**src/rtl/rf_ctrl_pkg.sv**
```systemverilog
// Shared types and defaults for the register-file write-port controller.
package rf_ctrl_pkg;

  localparam int DEF_ADDR_W = 5;
  localparam int DEF_DATA_W = 32;
  localparam int REG_X0     = 0;

  typedef enum logic {
    ST_INIT = 1'b0,
    ST_RUN  = 1'b1
  } rf_state_e;

endpackage

```
**src/rtl/rf_scoreboard.sv**
```systemverilog
// Busy bit per architectural register for outstanding long-latency writes.
module rf_scoreboard
  import rf_ctrl_pkg::*;
#(
  parameter int ADDR_W = DEF_ADDR_W,
  parameter int NREGS  = 2 ** ADDR_W
) (
  input  logic              clk,
  input  logic              rst_n,
  input  logic              set_en,
  input  logic [ADDR_W-1:0] set_wa,
  input  logic              clr_en,
  input  logic [ADDR_W-1:0] clr_wa,
  input  logic [ADDR_W-1:0] qa,
  input  logic [ADDR_W-1:0] qb,
  output logic              busy_a,
  output logic              busy_b
);

  logic [NREGS-1:0] bits_q;
  logic [NREGS-1:0] bits_d;

  // Clear first so a same-cycle set of the same register wins; x0 is never busy.
  always_comb begin
    bits_d = bits_q;
    if (clr_en) bits_d[clr_wa] = 1'b0;
    if (set_en) bits_d[set_wa] = 1'b1;
    bits_d[REG_X0] = 1'b0;
  end

  always_ff @(posedge clk or negedge rst_n) begin
    if (!rst_n) bits_q <= '0;
    else        bits_q <= bits_d;
  end

  assign busy_a = bits_q[qa];
  assign busy_b = bits_q[qb];

endmodule

```
**src/rtl/rf_wb_arbiter.sv**
```systemverilog
// Write-port controller for the 2R1W register file: reset clear sweep, then
// pipeline/long-latency-unit arbitration with an LU busy scoreboard.
module rf_wb_arbiter
  import rf_ctrl_pkg::*;
#(
  parameter int ADDR_W       = DEF_ADDR_W,
  parameter int DATA_W       = DEF_DATA_W,
  parameter int NREGS        = 2 ** ADDR_W,
  parameter int STARVE_LIMIT = 4,
  parameter int WAIT_W       = 3
) (
  input  logic              clk,
  input  logic              rst_n,
  output logic              init_done,
  input  logic              pipe_we,
  input  logic [ADDR_W-1:0] pipe_wa,
  input  logic [DATA_W-1:0] pipe_wd,
  input  logic              lu_valid,
  input  logic [ADDR_W-1:0] lu_wa,
  input  logic [DATA_W-1:0] lu_wd,
  output logic              lu_ready,
  input  logic              sb_set,
  input  logic [ADDR_W-1:0] sb_set_wa,
  input  logic [ADDR_W-1:0] sb_qa,
  input  logic [ADDR_W-1:0] sb_qb,
  output logic              sb_busy_a,
  output logic              sb_busy_b,
  output logic              stall_req,
  output logic              rf_we,
  output logic [ADDR_W-1:0] rf_wa,
  output logic [DATA_W-1:0] rf_wd,
  output rf_state_e         dbg_state
);

  // LU handshake: a result transfers in the cycle where lu_valid && lu_ready;
  // while lu_valid && !lu_ready the LU holds lu_wa/lu_wd stable. lu_ready is
  // combinational and never depends on lu_valid.

  rf_state_e         state;
  logic [ADDR_W-1:0] clr_cnt;
  logic [WAIT_W-1:0] wait_cnt;
  logic [WAIT_W-1:0] wait_nxt;
  logic              run;
  logic              pipe_hit;
  logic              lu_hs;
  logic              sb_a_raw;
  logic              sb_b_raw;

  assign run       = (state == ST_RUN);
  assign init_done = run;
  assign dbg_state = state;
  assign pipe_hit  = pipe_we && (pipe_wa != ADDR_W'(REG_X0));
  assign lu_hs     = lu_valid && lu_ready;

  always_comb begin
    rf_we    = 1'b0;
    rf_wa    = '0;
    rf_wd    = '0;
    lu_ready = 1'b0;
    if (!run) begin
      rf_we = 1'b1;
      rf_wa = clr_cnt;
    end else if (pipe_hit) begin
      rf_we = 1'b1;
      rf_wa = pipe_wa;
      rf_wd = pipe_wd;
    end else begin
      lu_ready = 1'b1;
      // An LU result aimed at x0 still completes its handshake but writes nothing.
      if (lu_valid && (lu_wa != ADDR_W'(REG_X0))) begin
        rf_we = 1'b1;
        rf_wa = lu_wa;
        rf_wd = lu_wd;
      end
    end
  end

  always_comb begin
    wait_nxt = '0;
    if (run && lu_valid && !lu_ready)
      wait_nxt = (wait_cnt >= WAIT_W'(STARVE_LIMIT)) ? wait_cnt : wait_cnt + WAIT_W'(1);
  end

  always_ff @(posedge clk or negedge rst_n) begin
    if (!rst_n) begin
      state     <= ST_INIT;
      clr_cnt   <= ADDR_W'(1);
      wait_cnt  <= '0;
      stall_req <= 1'b0;
    end else begin
      case (state)
        ST_INIT: begin
          clr_cnt <= clr_cnt + ADDR_W'(1);
          if (clr_cnt == ADDR_W'(NREGS - 1)) state <= ST_RUN;
        end
        ST_RUN: begin
          wait_cnt <= wait_nxt;
          if (lu_hs)                                   stall_req <= 1'b0;
          else if (wait_nxt == WAIT_W'(STARVE_LIMIT)) stall_req <= 1'b1;
        end
        default: state <= ST_INIT;
      endcase
    end
  end

  rf_scoreboard #(
    .ADDR_W (ADDR_W),
    .NREGS  (NREGS)
  ) u_sb (
    .clk    (clk),
    .rst_n  (rst_n),
    .set_en (run && sb_set),
    .set_wa (sb_set_wa),
    .clr_en (lu_hs),
    .clr_wa (lu_wa),
    .qa     (sb_qa),
    .qb     (sb_qb),
    .busy_a (sb_a_raw),
    .busy_b (sb_b_raw)
  );

  assign sb_busy_a = run && sb_a_raw;
  assign sb_busy_b = run && sb_b_raw;

endmodule

```
**config.mk**
```make
export PLATFORM = sky130hd
export DESIGN_NAME = rf_wb_arbiter
export DESIGN_NICKNAME = d
export VERILOG_FILES = /design/src/rtl/rf_ctrl_pkg.sv /design/src/rtl/rf_scoreboard.sv /design/src/rtl/rf_wb_arbiter.sv
export SDC_FILE = /design/constraint.sdc
export NUM_CORES = 1
export LEC_CHECK = 0
export ABC_CLOCK_PERIOD_IN_PS = 4019
export BUFFER_PORTS_ARGS = -buffer_cell sky130_fd_sc_hd__buf_2
export CORE_AREA = 4 4 80 101
export DETAILED_ROUTE_END_ITERATION = 8
export DIE_AREA = 0 0 84 105
export GPL_TIMING_DRIVEN = 0
export PLACE_DENSITY = 0.73
export SETUP_SLACK_MARGIN = 0.15
export SLEW_MARGIN = 10
export SYNTH_ARGS = -nofsm -noshare
export SYNTH_HDL_FRONTEND = slang
export SYNTH_SLANG_ARGS = --single-unit
```
**constraint.sdc**
```tcl
create_clock -name clk -period 4.02 [get_ports clk]
set_input_delay 0.402 -clock clk [delete_from_list [all_inputs] [get_ports clk]]
set_output_delay 0.402 -clock clk [all_outputs]
set_load 0.02 [all_outputs]
```
# Word level (Yosys, flattened, before mapping)
# Index checks and enable logic that the tools add are counted.
dict set report classes {
  add_sub_neg 2
  multipliers 0
  div_mod_pow 0
  magnitude_cmp 7
  n_eq_ne 2
  shift 0
  n_mux 27
  bitwise_logic 3
  reduce_logical 15
}
# cell count
set ops {}
lappend ops {{2-to-1 mux 32 bit} 5}
lappend ops {{AND 32 bit} 1}
lappend ops {{NOT 32 bit} 1}
lappend ops {{bitwise OR 32 bit} 1}
lappend ops {{less-than comparator 5 x 6 -> 1 bit (second input constant)} 4}
lappend ops {{2-to-1 mux 5 bit} 3}
lappend ops {{2-to-1 mux 1 bit} 13}
lappend ops {{binary-select mux 1 bit (select 5 bit)} 2}
lappend ops {{demux 1 bit (select 5 bit)} 2}
lappend ops {{>= comparator 5 x 1 -> 1 bit (second input constant)} 2}
lappend ops {{logical AND 1 bit} 10}
lappend ops {{nonzero test 5 bit} 2}
lappend ops {{2-to-1 mux 3 bit} 2}
lappend ops {{adder 5 x 1 -> 5 bit (second input constant)} 1}
lappend ops {{equality test 5 bit (second input constant)} 1}
lappend ops {{adder 3 x 1 -> 3 bit (second input constant)} 1}
lappend ops {{equality test 3 bit (second input constant)} 1}
lappend ops {{>= comparator 3 bit (second input constant)} 1}
lappend ops {{AND reduction 2 bit} 1}
lappend ops {{nonzero test 2 bit} 1}
lappend ops {{logical NOT 1 bit} 1}
dict set report totals {
  ff_bits 41
  latchBits 0
  ramBits 0
  rom_bits 0
  inputBits 94
  output_inout_bits 44
  wordCells 61
  memories 0
}

# Logic depth before layout (Yosys ltp)
dict set report logic_depth {
  ltp_word 10
  ltp_mapped 6
  depth_no_buf 5
}

# Cells and area by module
# A second synthesis with hierarchy kept.
dict set report hier_totals {
  cells_unflattened 391
  area_unflattened_um2 3562.2
}
# mod n_inst cells_each area_per_inst_um2 seq_area_each_um2
set by_module_without_submodules {}
lappend by_module_without_submodules {rf_scoreboard 1 193 1841.8 775.7}
lappend by_module_without_submodules {rf_wb_arbiter 1 198 1720.4 251.5}

# Worst setup path after synthesis
# OpenSTA, ideal clock, no wires.
dict set report synth_timing {
  path_type {in2out}
  startpoint {input port pipe_wa[2]}
  endpoint {output port rf_wd[10]}
  arrival_ps 1818
  t_required_ps 3618
  path_slack_ps 1800
  cell_stages 6
  n_path_buf 1
  path_cell_list {or2_4 o41ai_4 and2_4 o31a_4 buf_8 a22o_1}
}
dict set report synth_via {
  elab_chain_cells 4
}
# element line_no
set synth_rtl {}
lappend synth_rtl {{start, declared} rf_wb_arbiter.sv:16} ;# input logic [ADDR_W-1:0] pipe_wa,
lappend synth_rtl {{nonzero test 5 bit} rf_wb_arbiter.sv:52} ;# assign pipe_hit = pipe_we && (pipe_wa != ADDR_W'(REG_X0));
lappend synth_rtl {{logical AND 1 bit} rf_wb_arbiter.sv:52}
lappend synth_rtl {{2-to-1 mux 32 bit} rf_wb_arbiter.sv:63} ;# end else if (pipe_hit) begin
lappend synth_rtl {{2-to-1 mux 32 bit} rf_wb_arbiter.sv:60} ;# if (!run) begin
lappend synth_rtl {{end, declared} rf_wb_arbiter.sv:31} ;# output logic [DATA_W-1:0] rf_wd,
# No other way between the ends.

# Final worst setup path
dict set report layout_timing {
  startpoint {register state, in the netlist dbg_state}
  endpoint {output port rf_wd[30]}
}
dict set report layout_via {
  elab_chain_cells 1
}
# element line_no
set layout_rtl {}
lappend layout_rtl {{start, declared} rf_wb_arbiter.sv:39} ;# rf_state_e state;
lappend layout_rtl {{start signal, assigned} rf_wb_arbiter.sv:86} ;# state <= ST_INIT;
lappend layout_rtl {{start signal, assigned} rf_wb_arbiter.sv:94} ;# if (clr_cnt == ADDR_W'(NREGS - 1)) state <= ST_RUN;
lappend layout_rtl {{start signal, assigned} rf_wb_arbiter.sv:101} ;# default: state <= ST_INIT;
lappend layout_rtl {{2-to-1 mux 32 bit} rf_wb_arbiter.sv:60}
# No other way between the ends.

==> flow_metrics.tcl <==
set metrics [dict create \
    start_kind "flip-flop" \
    status "completed" \
    worstPathCellList "buf_2 -> clkinv_1 -> nor2_1 -> clkbuf_1 -> a22o_2 -> buf_2" \
    path_common_cell "buf_2" \
    critPathKind "flip-flop to primary output" \
    layout_commonest_cell "buf_2" \
    gr-usage-all-layers 0.215 \
    synth_cell_types 50 \
    clkTransAtPathRegs_ns 0.08 \
    start_util 0.405 \
    max_freq_mhz 339 \
    hpwl_um 7590 \
    final_nets 519 \
    synthesis.nets 384 \
    first_pass_iters 5 \
    cts_setup_buffers 0 \
    wl_per_cell_um 18.3 \
    root_buffer "clkbuf_8" \
    fin_crit_sh 0.735 \
    power_density_mw_per_mm2 310 \
    muxShareOfSynthArea 0.141 \
    rows 35 \
    period_needed_ns 2.95 \
    gp_congestion 0.910 \
    cap_violations 0 \
    cp_max_fo 10 \
    die-area_mm2 0.00882 \
    final_cell_mix "130 x buf_2, 56 x o21ai_0, 40 x dfrtp_1, 29 x a22o_2, 17 x nand2_1" \
    hold_violations 0 \
    synth_top_family_by_area "compound AO/OA/AOI/OAI gates" \
    postCtsResizedCells 0 \
    yosysTopAreaCell "dfrtp_1" \
    grt_pass1_wl_um 15200 \
    antenna_found_initial 1 \
    cts_tree "yes" \
    rsz0062_at_grt "no" \
    postSynth.asyncResetShare 1.00 \
    p_leak_uw 0.00181 \
    setup_tns_ns 0 \
    grt_max_degree 42 \
    htreeDepth 2 \
    drt_iter0_drc 261 \
    layout-drive-gt1-share 0.481 \
    finalSetupViolCount 0 \
    maxSlewViolCount 0 \
    syn_to_final_growth_pct 30.0 \
    clk_path_buf_depth 2 \
    irDropWorstVdd_mv 0.216 \
    syn_inst 286 \
    holdBufCountCts 0 \
    slowest_delay_ns 0.43 \
    critPathTopFamily "buffers and inverters" \
    numClockSinks 41 \
    critPathArrivalTime_ns 2.55 \
    grt_pass1_vias 3076 \
    worstMarginPinSlew_ns 0.912 \
    endpoint_kind "primary output" \
    hp-class "input port to asynchronous set/reset pin" \
    grt-ovfl-total 0 \
    p_total_uw 1180 \
    num_vias 2988 \
    io_buffers 128 \
    synth_top_cell_area_share 0.344 \
    synth-compound-area-share 0.284 \
    insertion_delay_ns 0.29 \
    worst-path-buf-inv 4 \
    synth-xor-area-share 0.00902 \
    synth-simple-area-share 0.139 \
    ys_warn_count 0 \
    reg2reg_from "dbg_state$_DFF_PN0_" \
    synth_area_per_cell_um2 10.2 \
    synth.area.top_cells "dfrtp_1 34%, mux4_2 11%, a22o_2 10%, o21ai_0 9.6%, nand2_1 2.2%" \
    numCtsBuffers 5 \
    fp.dieW_um 84 \
    viasPerCell 5.80 \
    core_mm2 0.00718 \
    critPathRequiredTime_ns 3.62 \
    slowest_stage "dfrtp_1" \
    yosys_most_used_dff "dfrtp_1" \
    ys_ff_latch 41 \
    fill_cells 701 \
    seq_area_frac_synth 0.353 \
    synth-edff-count 0 \
    syn_area_mm2 0.00291 \
    synth_adder_area_share 0.0172 \
    clock_skew_ns 0.00989 \
    reg2reg_slack_ns 2.15 \
    drc 0 \
    die_h_um 105 \
    drtAntennaViolNets 0 \
    max_slew_margin 0.392 \
    num_io_pins 138 \
    timing.rr.end "u_sb.bits_q[31]$_DFF_PN0_" \
    finalWirelength_um 9430 \
    r2r_cells 5 \
]
[cells in the mapped netlist, types with 2 or more instances]
cell       count
o2bb2ai_1      3
nor3_1         4
nand3b_1       8
xnor2_1        3
o21ai_0       56
nor2_1        13
a21oi_1        8
mux2i_1        6
a22o_2        29
a22o_1         4
o31ai_1        2
mux2_2         3
buf_2          2
inv_1          5
nand3_1        9
nand2_1       17
ha_1           4
buf_8          4
and3_1         3
buf_4          2
or3b_2         3
mux4_2        14
nand4_1        4
or3_1          2
clkbuf_1       7
dfrtp_1       40
nor2b_1        4
a31oi_1        5
[per-stage QoR]
stage	hold slack (ns)	setup slack [ns]	cell area [µm²]	utilization	std cells
after floorplan	0.106	1.80	2910	-	286
after global placement	0.485	1.35	3670	0.511	506
after detailed placement	0.488	1.34	3670	0.511	506
after CTS	0.263	1.10	3780	0.527	514
after global routing	0.314	0.903	3790	0.527	515
final	0.236	1.07	3790	0.527	515
[metal layers]
layer,part of all wire,GRT usage
met5,0,0
met3,0.084,0.0536
met1,0.35,0.237
met2,0.53,0.390
met4,0.036,0.0874
[sequential cells by signal, summed over array words and instances (netlist names)]
register / flops
clr_cnt: 5
wait_cnt: 3
stall_req: 1
u_sb.bits_q: 31
dbg_state: 1
[cell families after synthesis]
logic type	count (synthesis)
AO/OA/AOI/OAI	116
XOR/XNOR	3
adder cells (fa/ha/maj)	4
buffers and inverters	25
flip-flops	41
multiplexers	23
AND/OR/NAND/NOR	74
[report_power, final]
part           total [µW]  switching (µW)  internal [µW]
registers             486            32.4            454
logic                 349             184            165
clock network         340             137            202
total                1180             353            822
[how the worst max path moves through the flow]
stage                            to  slack, ns                 from  cells after the start
final                     rf_wd[30]       1.07  dbg_state$_DFF_PN0_                      6
after global routing      rf_wd[26]       0.90  dbg_state$_DFF_PN0_                      6
after CTS                 rf_wd[30]       1.10  dbg_state$_DFF_PN0_                      6
after detailed placement  rf_wd[26]       1.34           pipe_wa[2]                      8
after global placement    rf_wd[26]       1.35           pipe_wa[2]                      8
after floorplan           rf_wd[10]       1.80           pipe_wa[2]                      6
[cell type report]
class / count / area, µm² / area share
Sequential cell: 41 / 1030 / 0.271
Timing Repair Buffer: 128 / 641 / 0.169
Antenna cell: 1 / 2.50 / 0.000661
Inverter: 6 / 22.5 / 0.00595
Clock inverter: 1 / 30.0 / 0.00793
Buffer: 19 / 144 / 0.0380
Tap cell: 92 / 115 / 0.0304
Multi-Input combinational cell: 220 / 1720 / 0.454
Clock buffer: 7 / 86.3 / 0.0228
[worst reg2reg max path: cells and delay by family (launching register included)]
kind / cells / cell delay, ns
AO/OA/AOI/OAI: 1 / 0.07
buffers and inverters: 2 / 0.57
flip-flops: 1 / 0.43
AND/OR/NAND/NOR: 2 / 0.65
Power figures use the tool's default switching activity.
